--- config.mk ---
export PLATFORM = sky130hd
export DESIGN_NAME = branch_resolve_unit_flat
export DESIGN_NICKNAME = d
export VERILOG_FILES = /design/src/rtl/branch_resolve_if.sv /design/src/rtl/branch_resolve_unit.sv /design/src/flat_wrapper.sv
export SDC_FILE = /design/constraint.sdc
export NUM_CORES = 1
export LEC_CHECK = 0
export CAP_MARGIN = 20
export CELL_PAD_IN_SITES_DETAIL_PLACEMENT = 1
export CELL_PAD_IN_SITES_GLOBAL_PLACEMENT = 1
export CORE_MARGIN = 2
export CORE_UTILIZATION = 40
export DETAILED_ROUTE_END_ITERATION = 10
export HOLD_SLACK_MARGIN = 0.08
export PLACE_DENSITY = 0.89
export SYNTH_ARGS = -nofsm -noshare
export SYNTH_HDL_FRONTEND = slang
export SYNTH_SLANG_ARGS = --single-unit
export TNS_END_PERCENT = 1
--- constraint.sdc ---
create_clock -name clk_i -period 4.29 [get_ports clk_i]
set_clock_uncertainty 0.1 [all_clocks]
set_input_delay 0.429 -clock clk_i [delete_from_list [all_inputs] [get_ports clk_i]]
set_output_delay 0.429 -clock clk_i [all_outputs]
set_load 0.02 [all_outputs]
--- src/rtl/branch_resolve_if.sv ---
// Request/result bundle for the branch resolve unit.
// The DUT takes the slave view; the producer/consumer side takes the master view.
interface branch_resolve_if #(
  parameter int XLEN      = 64,
  parameter int CNT_WIDTH = 32
);
  logic                 flush_i;
  logic                 valid_i;
  logic                 ready_o;
  logic                 is_branch_i;
  logic                 is_jalr_i;
  logic [XLEN-1:0]      operand_a_i;
  logic [XLEN-1:0]      imm_i;
  logic [XLEN-1:0]      pc_i;
  logic                 is_compressed_i;
  logic                 comp_res_i;
  logic                 predict_valid_i;
  logic                 predict_taken_i;
  logic [XLEN-1:0]      predict_addr_i;
  logic                 res_valid_o;
  logic                 res_ready_i;
  logic [XLEN-1:0]      res_pc_o;
  logic [XLEN-1:0]      res_target_o;
  logic                 res_taken_o;
  logic                 res_mispredict_o;
  logic                 res_clear_o;
  logic [XLEN-1:0]      link_o;
  logic                 exc_valid_o;
  logic [XLEN-1:0]      exc_tval_o;
  logic                 cnt_clear_i;
  logic [CNT_WIDTH-1:0] branch_cnt_o;
  logic [CNT_WIDTH-1:0] mispredict_cnt_o;

  modport master (
    output flush_i, valid_i, is_branch_i, is_jalr_i, operand_a_i, imm_i, pc_i,
           is_compressed_i, comp_res_i, predict_valid_i, predict_taken_i,
           predict_addr_i, res_ready_i, cnt_clear_i,
    input  ready_o, res_valid_o, res_pc_o, res_target_o, res_taken_o,
           res_mispredict_o, res_clear_o, link_o, exc_valid_o, exc_tval_o,
           branch_cnt_o, mispredict_cnt_o
  );

  modport slave (
    input  flush_i, valid_i, is_branch_i, is_jalr_i, operand_a_i, imm_i, pc_i,
           is_compressed_i, comp_res_i, predict_valid_i, predict_taken_i,
           predict_addr_i, res_ready_i, cnt_clear_i,
    output ready_o, res_valid_o, res_pc_o, res_target_o, res_taken_o,
           res_mispredict_o, res_clear_o, link_o, exc_valid_o, exc_tval_o,
           branch_cnt_o, mispredict_cnt_o
  );
endinterface

--- src/rtl/branch_resolve_unit.sv ---
// Pipelined branch resolver: one op per cycle in, registered one-entry result
// stage out (latency 1), plus saturating branch / mispredict counters.
module branch_resolve_unit #(
  parameter int XLEN      = 64,
  parameter int RVC       = 1,
  parameter int CNT_WIDTH = 32
) (
  input logic              clk_i,
  input logic              rst_ni,
  branch_resolve_if.slave  bus
);

  logic [XLEN-1:0]      next_pc, target, res_pc_c, target_sel;
  logic                 misaligned, pred_taken_op, emit, mispredict_c;
  logic                 ready, accept, handshake;

  logic                 res_valid_q, taken_q, mispredict_q, clear_q, exc_q;
  logic [XLEN-1:0]      res_pc_q, target_q, link_q, tval_q;
  logic [CNT_WIDTH-1:0] branch_cnt_q, mispredict_cnt_q;

  // Resolve target, link value, alignment and prediction outcome of the incoming op.
  always_comb begin
    next_pc = bus.pc_i + (bus.is_compressed_i ? XLEN'(2) : XLEN'(4));
    target  = (bus.is_jalr_i ? bus.operand_a_i : bus.pc_i) + bus.imm_i;
    if (bus.is_jalr_i) target[0] = 1'b0;
    misaligned = (RVC != 0) ? target[0] : (target[1:0] != 2'b00);
    // A non-compressed op at a halfword offset spans into the next word; the BTB
    // is indexed by the word that holds its end.
    res_pc_c = (bus.is_compressed_i || !bus.pc_i[1]) ? bus.pc_i
             : {bus.pc_i[XLEN-1:2], 2'b00} + XLEN'(4);
    pred_taken_op = bus.predict_valid_i && bus.predict_taken_i;
    emit          = bus.is_branch_i || pred_taken_op;
    if (!bus.is_branch_i) mispredict_c = 1'b1;
    else if (misaligned) mispredict_c = 1'b0;
    else if (bus.predict_valid_i)
      mispredict_c = (bus.predict_taken_i != bus.comp_res_i) ||
                     (bus.predict_taken_i && (target != bus.predict_addr_i));
    else mispredict_c = bus.comp_res_i;
    target_sel = (bus.is_branch_i && bus.comp_res_i) ? target : next_pc;
  end

  assign ready     = !res_valid_q || bus.res_ready_i;
  assign accept    = bus.valid_i && ready;
  assign handshake = res_valid_q && bus.res_ready_i && !bus.flush_i;

  // One-entry result register; flush beats both capture and hold.
  always_ff @(posedge clk_i or negedge rst_ni) begin
    if (!rst_ni) begin
      res_valid_q  <= 1'b0;
      res_pc_q     <= '0;
      target_q     <= '0;
      link_q       <= '0;
      tval_q       <= '0;
      taken_q      <= 1'b0;
      mispredict_q <= 1'b0;
      clear_q      <= 1'b0;
      exc_q        <= 1'b0;
    end else if (bus.flush_i) begin
      res_valid_q <= 1'b0;
    end else if (accept) begin
      res_valid_q <= emit;
      if (emit) begin
        res_pc_q     <= res_pc_c;
        target_q     <= target_sel;
        link_q       <= next_pc;
        taken_q      <= bus.is_branch_i && bus.comp_res_i;
        clear_q      <= !bus.is_branch_i;
        exc_q        <= bus.is_branch_i && misaligned;
        tval_q       <= bus.pc_i;
        mispredict_q <= mispredict_c;
      end
    end else if (bus.res_ready_i) begin
      res_valid_q <= 1'b0;
    end
  end

  // Saturating retire counters; a clear request overrides same-cycle increments.
  always_ff @(posedge clk_i or negedge rst_ni) begin
    if (!rst_ni) begin
      branch_cnt_q     <= '0;
      mispredict_cnt_q <= '0;
    end else if (bus.cnt_clear_i) begin
      branch_cnt_q     <= '0;
      mispredict_cnt_q <= '0;
    end else if (handshake) begin
      if (!clear_q && (branch_cnt_q != '1))
        branch_cnt_q <= branch_cnt_q + CNT_WIDTH'(1);
      if (mispredict_q && (mispredict_cnt_q != '1))
        mispredict_cnt_q <= mispredict_cnt_q + CNT_WIDTH'(1);
    end
  end

  assign bus.ready_o          = ready;
  assign bus.res_valid_o      = res_valid_q;
  assign bus.res_pc_o         = res_pc_q;
  assign bus.res_target_o     = target_q;
  assign bus.res_taken_o      = taken_q;
  assign bus.res_mispredict_o = mispredict_q;
  assign bus.res_clear_o      = clear_q;
  assign bus.link_o           = link_q;
  // The exception flag is only meaningful alongside a live result.
  assign bus.exc_valid_o      = exc_q && res_valid_q;
  assign bus.exc_tval_o       = tval_q;
  assign bus.branch_cnt_o     = branch_cnt_q;
  assign bus.mispredict_cnt_o = mispredict_cnt_q;

endmodule

--- src/flat_wrapper.sv ---
// flat-port wrapper written by rule: the top's interface ports become plain ports
module branch_resolve_unit_flat 
#(
  parameter int XLEN      = 64,
  parameter int RVC       = 1,
  parameter int CNT_WIDTH = 32
)
  (clk_i, rst_ni, bus_flush_i, bus_valid_i, bus_is_branch_i, bus_is_jalr_i, bus_operand_a_i, bus_imm_i, bus_pc_i, bus_is_compressed_i, bus_comp_res_i, bus_predict_valid_i, bus_predict_taken_i, bus_predict_addr_i, bus_res_ready_i, bus_cnt_clear_i, bus_ready_o, bus_res_valid_o, bus_res_pc_o, bus_res_target_o, bus_res_taken_o, bus_res_mispredict_o, bus_res_clear_o, bus_link_o, bus_exc_valid_o, bus_exc_tval_o, bus_branch_cnt_o, bus_mispredict_cnt_o);
  branch_resolve_if #(.XLEN(XLEN), .CNT_WIDTH(CNT_WIDTH)) bus_i ();
  input logic clk_i;
  input logic rst_ni;
  input wire logic [$bits(bus_i.flush_i)-1:0] bus_flush_i;
  input wire logic [$bits(bus_i.valid_i)-1:0] bus_valid_i;
  input wire logic [$bits(bus_i.is_branch_i)-1:0] bus_is_branch_i;
  input wire logic [$bits(bus_i.is_jalr_i)-1:0] bus_is_jalr_i;
  input wire logic [$bits(bus_i.operand_a_i)-1:0] bus_operand_a_i;
  input wire logic [$bits(bus_i.imm_i)-1:0] bus_imm_i;
  input wire logic [$bits(bus_i.pc_i)-1:0] bus_pc_i;
  input wire logic [$bits(bus_i.is_compressed_i)-1:0] bus_is_compressed_i;
  input wire logic [$bits(bus_i.comp_res_i)-1:0] bus_comp_res_i;
  input wire logic [$bits(bus_i.predict_valid_i)-1:0] bus_predict_valid_i;
  input wire logic [$bits(bus_i.predict_taken_i)-1:0] bus_predict_taken_i;
  input wire logic [$bits(bus_i.predict_addr_i)-1:0] bus_predict_addr_i;
  input wire logic [$bits(bus_i.res_ready_i)-1:0] bus_res_ready_i;
  input wire logic [$bits(bus_i.cnt_clear_i)-1:0] bus_cnt_clear_i;
  output wire logic [$bits(bus_i.ready_o)-1:0] bus_ready_o;
  output wire logic [$bits(bus_i.res_valid_o)-1:0] bus_res_valid_o;
  output wire logic [$bits(bus_i.res_pc_o)-1:0] bus_res_pc_o;
  output wire logic [$bits(bus_i.res_target_o)-1:0] bus_res_target_o;
  output wire logic [$bits(bus_i.res_taken_o)-1:0] bus_res_taken_o;
  output wire logic [$bits(bus_i.res_mispredict_o)-1:0] bus_res_mispredict_o;
  output wire logic [$bits(bus_i.res_clear_o)-1:0] bus_res_clear_o;
  output wire logic [$bits(bus_i.link_o)-1:0] bus_link_o;
  output wire logic [$bits(bus_i.exc_valid_o)-1:0] bus_exc_valid_o;
  output wire logic [$bits(bus_i.exc_tval_o)-1:0] bus_exc_tval_o;
  output wire logic [$bits(bus_i.branch_cnt_o)-1:0] bus_branch_cnt_o;
  output wire logic [$bits(bus_i.mispredict_cnt_o)-1:0] bus_mispredict_cnt_o;
  assign bus_i.flush_i = bus_flush_i;
  assign bus_i.valid_i = bus_valid_i;
  assign bus_i.is_branch_i = bus_is_branch_i;
  assign bus_i.is_jalr_i = bus_is_jalr_i;
  assign bus_i.operand_a_i = bus_operand_a_i;
  assign bus_i.imm_i = bus_imm_i;
  assign bus_i.pc_i = bus_pc_i;
  assign bus_i.is_compressed_i = bus_is_compressed_i;
  assign bus_i.comp_res_i = bus_comp_res_i;
  assign bus_i.predict_valid_i = bus_predict_valid_i;
  assign bus_i.predict_taken_i = bus_predict_taken_i;
  assign bus_i.predict_addr_i = bus_predict_addr_i;
  assign bus_i.res_ready_i = bus_res_ready_i;
  assign bus_i.cnt_clear_i = bus_cnt_clear_i;
  assign bus_ready_o = bus_i.ready_o;
  assign bus_res_valid_o = bus_i.res_valid_o;
  assign bus_res_pc_o = bus_i.res_pc_o;
  assign bus_res_target_o = bus_i.res_target_o;
  assign bus_res_taken_o = bus_i.res_taken_o;
  assign bus_res_mispredict_o = bus_i.res_mispredict_o;
  assign bus_res_clear_o = bus_i.res_clear_o;
  assign bus_link_o = bus_i.link_o;
  assign bus_exc_valid_o = bus_i.exc_valid_o;
  assign bus_exc_tval_o = bus_i.exc_tval_o;
  assign bus_branch_cnt_o = bus_i.branch_cnt_o;
  assign bus_mispredict_cnt_o = bus_i.mispredict_cnt_o;
  branch_resolve_unit #(.XLEN(XLEN), .RVC(RVC), .CNT_WIDTH(CNT_WIDTH)) u_core (.clk_i(clk_i), .rst_ni(rst_ni), .bus(bus_i));
endmodule
==> results of run 1 <==
==> layer usage <==
layer | GRT usage (%) | overflow
met4 | 70.57 | 9
met1 | 78.10 | 0
met3 | 67.42 | 5
met5 | 58.33 | 0
met2 | 90.09 | 3
==> through the flow <==
stage | utilization (%) | worst slack (ns) | TNS [ns] | instance area [µm²] | instances
floorplan | - | 0.02089 | 0 | 23310 | 2741
global placement | 58.74 | -0.8736 | -1.764 | 33830 | 4498
detailed placement | 58.74 | -0.9081 | -3.625 | 33830 | 4498
CTS | 61.01 | 0.00006306 | 0 | 35130 | 4562
==> cell families after synthesis <==
group	share of synthesized area, %
flip-flops	34.83
XOR/XNOR	11.37
multiplexers	7.961
buffers and inverters	3.828
adder cells (fa/ha/maj)	3.881
AND/OR/NAND/NOR	22.15
AO/OA/AOI/OAI	15.98
==> synthesized netlist by cell type (11+ instances only) <==
cell | instances | area [µm²]
nor2b_1 | 12 | 75.07
o21a_1 | 14 | 105.1
nand2_1 | 377 | 1415
nand4_1 | 95 | 594.3
or2_2 | 11 | 68.82
and2_1 | 21 | 131.4
inv_1 | 30 | 112.6
mux2i_1 | 13 | 130.1
and4_1 | 25 | 219.0
dfrtp_1 | 324 | 8108
a31oi_1 | 11 | 68.82
o21ai_0 | 243 | 1216
ha_1 | 69 | 863.3
o31ai_1 | 11 | 82.58
mux2_2 | 153 | 1723
nor2_1 | 286 | 1074
a21o_1 | 18 | 135.1
nor3_1 | 48 | 240.2
xor2_1 | 148 | 1296
nor4_1 | 25 | 156.4
nand2b_1 | 25 | 156.4
clkbuf_1 | 128 | 480.5
a21oi_1 | 151 | 755.7
or3_1 | 20 | 125.1
and3_1 | 21 | 131.4
xnor2_1 | 133 | 1165
nand3_1 | 59 | 295.3
buf_2 | 31 | 155.2
o21ai_1 | 15 | 75.07
==> repair_timing <==
| action | CTS |
|---|---|
| gates resized for setup | 33 |
| hold buffers | 1 |
| setup endpoints to repair | 1 |
| gates cloned | 0 |
| pin swaps | 1 |
| hold endpoints to repair | 90 |
==> flow_summary.json, run 1 <==
{
  "num_rows": 88,
  "worst_endpoint_kind": "register data pin",
  "post-cts-setup-buffer-count": 0,
  "hpwl_um": 118600,
  "port-buffer-count": 593,
  "syn_area_per_cell_um2": 8.491,
  "clockBufferDepth": 3,
  "overflow": 17,
  "haltStage": "global routing (5_1_grt)",
  "postGrtWorstEndpoint": "u_core.bus.res_mispredict_o$_DFFE_PN0P_/D",
  "cts_root_buf": "clkbuf_16",
  "cts_made_buffers": 39,
  "ys_seq_elements": 324,
  "ys_seq_area_share_pct": 34.83,
  "htree_levels": 2,
  "antenna_found_initial": 51,
  "yosysWarningCount": 0,
  "async_reset_ff_share_pct": 100.0,
  "place_congestion": 1.090,
  "die_x_um": 245.2,
  "outcome": "did not finish",
  "initial_core_util_pct": 40.42,
  "cts.sinks": 324,
  "synth.distinct_cells": 96,
  "die_h_um": 245.2,
  "synth_area_um2": 23270,
  "syn_nets": 3080,
  "synth-edff-count": 0,
  "netlist_instances": 2741,
  "error": "[ERROR GRT-0232] Routing congestion too high. Check the congestion heatmap in the GUI.",
  "grt_max_degree": 167,
  "synth_ff_type": "dfrtp_1",
  "io_pins": 594,
  "grtUsageTotal_pct": 77.64
}
==> inputs of run 2 (changes only) <==
- CELL_PAD_IN_SITES_DETAIL_PLACEMENT: 1 -> not set
- CELL_PAD_IN_SITES_GLOBAL_PLACEMENT: 1 -> not set
- HOLD_SLACK_MARGIN: 0.08 -> not set
- PLACE_DENSITY: 0.89 -> not set
- PLACE_DENSITY_LB_ADDON: not set -> 0.15
==> run 2 against run 1 <==
Effect of this change: the flow now finishes, with violations (setup timing); synthesized cell count unchanged; area after synthesis unchanged.
==> flow_summary.json, run 2 <==
{
  "clock_latency_ns": 0.58,
  "die_h_um": 245.2,
  "synth_top_cells_by_area": "dfrtp_1 (35%), mux2_2 (7.4%), nand2_1 (6.1%)",
  "internal-power_w": 0.008113,
  "maxSlewViolCount": 0,
  "core_um2": 57590,
  "overflow": 0,
  "async_reset_ff_share_pct": 100.0,
  "design_area_um2": 35530,
  "grt_pass1_wl_um": 171500,
  "cp.required_ns": 4.65,
  "cts_made_buffers": 39,
  "num_rows": 88,
  "p_clk_share_pct": 25.8,
  "rrSetupSlack_ns": 0.90,
  "vdd.ir_drop.worst_uv": 290.6,
  "ys_seq_area_share_pct": 34.83,
  "register_area_um2": 8108,
  "drtIter0Drc": 2764,
  "synth.distinct_cells": 96,
  "worst_setup_path_end_kind": "flip-flop",
  "clockBufferDepth": 3,
  "powerDensity_nw_per_um2": 366.4,
  "netlist_instances": 2741,
  "drt-wirelength-per-cell_um": 26.48,
  "layout_setup_ws_ns": -0.002974,
  "multi_input_area_um2": 14630,
  "grt_pass1_vias": 25280,
  "htree_levels": 2,
  "hpwl_um": 99400,
  "die_x_um": 245.2,
  "initial_core_util_pct": 40.42,
  "relSlewSlack_pct": 23.56,
  "path_max_fanout": 5,
  "areaGrowthSynthToFinish_pct": 52.64,
  "hold_path.class": "primary input to flip-flop",
  "cts_root_buf": "clkbuf_16",
  "min_period_ns": 4.293,
  "crit_path_start_kind": "primary input",
  "syn_nets": 3080,
  "synth_area_um2": 23270,
  "drtAntennaViolNets": 0,
  "hold_violations": 0,
  "vias": 26340,
  "die_area_um2": 60130,
  "synth_ff_type": "dfrtp_1",
  "outcome": "finished, violations left",
  "fmaxAchievable_mhz": 232.9,
  "synthTopCellsByCount": "nand2_1 (377), dfrtp_1 (324), nor2_1 (286), o21ai_0 (243), mux2_2 (153)",
  "cts_tree": "yes",
  "placed_area_um2": 33760,
  "p_switching_w": 0.004904,
  "fillers": 5046,
  "synth-edff-count": 0,
  "place_congestion": 1.064,
  "port-buffer-count": 593,
  "placed_cells": 4489,
  "grtUsageTotal_pct": 38.75,
  "ys_seq_elements": 324,
  "worstPathArrival_ns": 4.65,
  "drc": 0,
  "synth_top_area_share_pct": 34.83,
  "cts.sinks": 324,
  "layout.nets": 4116,
  "firstDrtPassIters": 5,
  "grt_max_degree": 240,
  "tns_ns": -0.002974,
  "antenna_found_initial": 10,
  "totalWireLength_um": 121200,
  "p_sw_share_pct": 37.67,
  "leakage_nw": 15.10,
  "pwr-share-seq_pct": 29.6,
  "combPwrFrac_pct": 44.7,
  "final_cell_mix": "clkdlybuf4s50_1 (587), buf_4 (569), nand2_1 (373)",
  "max_slew.worst_pin.slew_ns": 1.147,
  "syn_area_per_cell_um2": 8.491,
  "io_pins": 594,
  "path_clk_slew_ns": 0.06,
  "via_per_inst": 5.751,
  "yosysWarningCount": 0,
  "rsz0062_at_grt": "true",
  "layout-drive-gt1-share_pct": 24.16,
  "period_share_pct": 100.1,
  "total_power_w": 0.01302,
  "finalSetupViolCount": 1,
  "synth_top_cell_by_area": "dfrtp_1",
  "max-cap-violations": 0,
  "crit_type": "primary input to flip-flop",
  "mostFrequentLayoutCell": "clkdlybuf4s50_1",
  "instances_no_fill": 4579,
  "violations": "setup timing",
  "yosysMostFrequentCell": "nand2_1"
}
## run 2: path summary, 6_finish.rpt
path	startpoint	endpoint	cells after the start
min reg2reg	u_core.bus.res_target_o[50]	u_core.bus.res_target_o[50]	1
max in group asynchronous	rst_ni	u_core.bus.exc_tval_o[62]	3
min	bus_cnt_clear_i	u_core.bus.mispredict_cnt_o[8]	2
max	bus_pc_i[17]	u_core.bus.res_mispredict_o	17
max reg2reg	u_core.bus.branch_cnt_o[13]	u_core.bus.branch_cnt_o[21]	10
min in group asynchronous	rst_ni	u_core.bus.branch_cnt_o[18]	2
## run 2: through the flow
stage	worst slack [ns]	utilization (%)	hold slack [ns]
detailed placement	-0.8087	58.63	0.3256
floorplan	0.02089	-	0.03341
CTS	0.0003615	60.94	0.2028
finish	-0.002974	61.70	0.2219
global placement	-0.8445	58.63	0.3273
global route	-0.06862	61.69	0.2289
## run 2: routing by layer
layer / part of all wire (%) / wire (µm) / global-route usage [%]
met5: 0.011 / 13 / 0
met2: 43 / 52030 / 57.85
met1: 43 / 51580 / 54.99
met3: 11 / 13200 / 9.392
met4: 3.6 / 4413 / 12.12
## run 2: power by group through the flow
stage | Combinational, W | Sequential, W | Clock, W
4_1_cts | 0.00563 | 0.00384 | 0.00338
2_1_floorplan | 0.00184 | 0.00444 | 0
5_1_grt | 0.00607 | 0.00389 | 0.00351
6_report | 0.00582 | 0.00385 | 0.00335
3_3_place_gp | 0.00557 | 0.00386 | 0
3_5_place_dp | 0.00559 | 0.00388 | 0
## run 2: worst max-delay path, cell delays in order
cell	delay [ns]
clkdlybuf4s50_1	0.58
mux2_2	0.35
ha_1	0.29
buf_4	0.17
a21oi_2	0.17
o21ai_1	0.11
a21o_1	0.23
buf_4	0.17
nor3_2	0.39
buf_4	0.20
or4_1	0.10
o311ai_1	0.21
or4_1	0.49
nor4_1	0.19
nand4_1	0.21
nor4_2	0.30
nor2_1	0.06
## run 2: cell type report
type                            instances  share of cell area [%]
Multi-Input combinational cell       2209                   41.18
Antenna cell                           10                 0.07043
Sequential cell                       324                   22.82
Clock inverter                         16                  0.4966
Clock buffer                           52                   3.053
Inverter                               30                  0.3170
Timing Repair Buffer                 1173                   29.36
Tap cell                              765                   2.694
## run 2: what timing repair did
action / 4_1_cts / 5_1_grt
cloned: 0 / 2
hold buffers: 1 / 0
setup buffers: 3 / 6
endpoints found under the setup margin: 1 / 1
pin swaps: 2 / 11
gates resized for setup: 15 / 75
endpoints found under the hold margin: 69 / 0
## run 2: logic make-up (layout without fill, tap and decap cells)
group / count (synthesis) / in the layout / synth area share [%]
AOI/OAI and AO/OA: 603 / 603 / 15.98
xor gates and xnor gates: 289 / 289 / 11.37
adders and majority gates: 71 / 71 / 3.881
buffers and inverters: 208 / 1271 / 3.828
DFF: 324 / 324 / 34.83
muxes: 166 / 166 / 7.961
other: 0 / 10 / 0
and+or+nand+nor: 1080 / 1080 / 22.15
Note: power is estimated with default switching activity, not from simulation.
==> inputs of run 3 (changes only) <==
- ABC_AREA: not set -> 1
- SKIP_CTS_REPAIR_TIMING: not set -> 1
==> run 3 against run 2 <==
Effect of this change: the run now ends clean; core utilization is 4.4 points lower; final cell count is 19% higher; worst hold slack better by 0.090 ns; die area is 4.9% higher; critical endpoint unchanged; clock power is 3% higher; first-iteration DRC count is 8.6% higher; highest routed layer unchanged; largest power group unchanged.
==> flow_summary.json, run 3 <==
{
  "outcome": "completed",
  "p_switching_w": 0.004657,
  "maxSlewViolCount": 0,
  "layout-drive-gt1-share_pct": 10.21,
  "cts_made_buffers": 40,
  "core_um2": 60360,
  "hold_path.class": "primary input to flip-flop",
  "synth_top_family_by_area": "simple AND/OR/NAND/NOR gates",
  "htree_levels": 2,
  "rsz0062_at_grt": "false",
  "grt_pass1_vias": 27370,
  "die_x_um": 251.1,
  "synth-edff-count": 0,
  "period_share_pct": 92.07,
  "layout.nets": 4955,
  "synth_mux_area_share_pct": 0,
  "combPwrFrac_pct": 39.8,
  "synth_top_area_share_pct": 33.20,
  "yosysWarningCount": 0,
  "io_pins": 594,
  "min_period_ns": 3.950,
  "overflow": 0,
  "mostFrequentLayoutCell": "nand2_1",
  "die_area_um2": 63050,
  "placed_cells": 5355,
  "path_max_fanout": 4,
  "synth_compound_gate_area_share_pct": 10.95,
  "register_area_um2": 8108,
  "totalWireLength_um": 125600,
  "cts_root_buf": "clkbuf_16",
  "relSlewSlack_pct": 30.07,
  "antenna_found_initial": 16,
  "drc": 0,
  "placed_area_um2": 33290,
  "hpwl_um": 105700,
  "synth_top_cells_by_area": "dfrtp_1 (33%), nand2_1 (20%), inv_1 (8.8%)",
  "num_rows": 90,
  "final_cell_mix": "nand2_1 (1316), clkdlybuf4s50_1 (591), inv_1 (573)",
  "layout_setup_ws_ns": 0.3400,
  "syn_nets": 4119,
  "vdd.ir_drop.worst_uv": 330.5,
  "ys_seq_elements": 324,
  "crit_type": "primary input to flip-flop",
  "synth_top_cell_by_area": "dfrtp_1",
  "syn_area_per_cell_um2": 6.461,
  "vias": 28880,
  "max_slew.worst_pin.slew_ns": 1.038,
  "drt-wirelength-per-cell_um": 23.11,
  "synth_ff_type": "dfrtp_1",
  "slowest_delay_ns": 0.61,
  "p_clk_share_pct": 28.3,
  "port-buffer-count": 593,
  "clockBufferDepth": 3,
  "grtUsageTotal_pct": 38.90,
  "yosysMostFrequentCell": "nand2_1",
  "timing.hold.ws_ns": 0.3116,
  "drtIter0Drc": 3002,
  "max-cap-violations": 0,
  "cts.sinks": 324,
  "p_sw_share_pct": 38.24,
  "place_congestion": 1.045,
  "synthTopCellsByCount": "nand2_1 (1316), inv_1 (574), dfrtp_1 (324), nor2_1 (298), nand3_1 (231)",
  "hold_violations": 0,
  "leakage_nw": 17.10,
  "grt_max_degree": 109,
  "async_reset_ff_share_pct": 100.0,
  "fmaxAchievable_mhz": 253.2,
  "multi_input_area_um2": 13690,
  "ys_seq_area_share_pct": 33.20,
  "drtAntennaViolNets": 0,
  "powerDensity_nw_per_um2": 351.9,
  "instances_no_fill": 5435,
  "worstPathArrival_ns": 4.32,
  "path_clk_slew_ns": 0.06,
  "pwr-share-seq_pct": 31.8,
  "netlist_instances": 3780,
  "cp.required_ns": 4.66,
  "die_h_um": 251.1,
  "cp_slowest_cell": "clkdlybuf4s50_1",
  "post-route-util_pct": 57.34,
  "initial_core_util_pct": 40.46,
  "clock_latency_ns": 0.59,
  "crit_path_start_kind": "primary input",
  "place_ws_ns": -0.1626,
  "worst_setup_path_end_kind": "flip-flop",
  "worst_path_most_repeated_cell": "nand2_1",
  "yosys.area_share.simple_pct": 37.28,
  "fillers": 5929,
  "cts_tree": "yes",
  "areaGrowthSynthToFinish_pct": 41.72,
  "design_area_um2": 34610,
  "synth.distinct_cells": 58,
  "firstDrtPassIters": 7,
  "synth-xor-area-share_pct": 4.109,
  "grt_pass1_wl_um": 179600,
  "synthAdderAreaFrac_pct": 3.699,
  "finalSetupViolCount": 0,
  "synth_area_um2": 24420,
  "via_per_inst": 5.313,
  "internal-power_w": 0.007523
}
[run 3: changes by cell type after synthesis, moves of 52 or more]
cell,before,now
mux2_2,153,0
nand3_1,59,231
nand2_1,377,1316
xor2_1,148,87
clkbuf_1,128,73
nand4_1,95,43
inv_1,30,574
xnor2_1,133,12
[run 3: area by class of cell]
| cell class | count | share of cell area (%) |
|---|---|---|
| repair buffers | 879 | 23.73 |
| diodes | 10 | 0.07230 |
| clock buffers | 55 | 3.261 |
| flip-flops and latches | 324 | 23.42 |
| inverters | 612 | 6.659 |
| clock inverters | 14 | 0.4627 |
| well taps | 782 | 2.827 |
| multi-input cells | 2759 | 39.57 |
[run 3: path summary, 6_finish.rpt]
path	startpoint	to	slack (ns)	depth (start not counted)
max	bus_pc_i[0]	u_core.bus.res_mispredict_o	0.34	26
min	bus_flush_i	u_core.bus.res_valid_o	0.31	2
max reg2reg	u_core.bus.branch_cnt_o[0]	u_core.bus.branch_cnt_o[31]	1.58	18
min reg2reg	u_core.bus.exc_tval_o[36]	u_core.bus.exc_tval_o[36]	0.37	2
max in group asynchronous	rst_ni	u_core.bus.branch_cnt_o[13]	2.59	3
min in group asynchronous	rst_ni	u_core.bus.branch_cnt_o[25]	0.42	2
[run 3: power by group through the flow]
stage | logic (W) | clock network [W] | registers (W)
after floorplan | 0.00166 | 0 | 0.00441
after global placement | 0.00477 | 0 | 0.00391
after detailed placement | 0.00477 | 0 | 0.00391
after CTS | 0.00479 | 0.00349 | 0.00387
after global routing | 0.00516 | 0.00359 | 0.00392
final | 0.00485 | 0.00345 | 0.00388
[run 3: kinds of logic after synthesis]
family / Yosys count
adders and majority gates: 71
and+or+nand+nor: 2120
DFF: 324
AOI/OAI and AO/OA: 463
buffers and inverters: 697
xor gates and xnor gates: 105
[run 3: critical path: cells and delay by family]
family,cells,cell delay (ns)
adders and majority gates,2,0.63
buffers and inverters,4,0.89
and+or+nand+nor,18,2.11
AOI/OAI and AO/OA,2,0.23
[run 3: through the flow]
stage          TNS [ns]  total power (W)
4_1_cts               0          0.01215
3_3_place_gp    -0.1463         0.008675
6_report              0          0.01218
2_1_floorplan         0         0.006068
3_5_place_dp    -0.1626         0.008684
5_1_grt               0          0.01267
[run 3: metal layers]
layer  part of all wire, %  up-vias  global-route usage (%)
met2                    44     1416                   60.44
met1                    41    13480                   52.40
li1                      -    13680                       -
met4                   5.6        8                   19.47
met3                   9.1      292                   6.533
met5                 0.046        -                       0
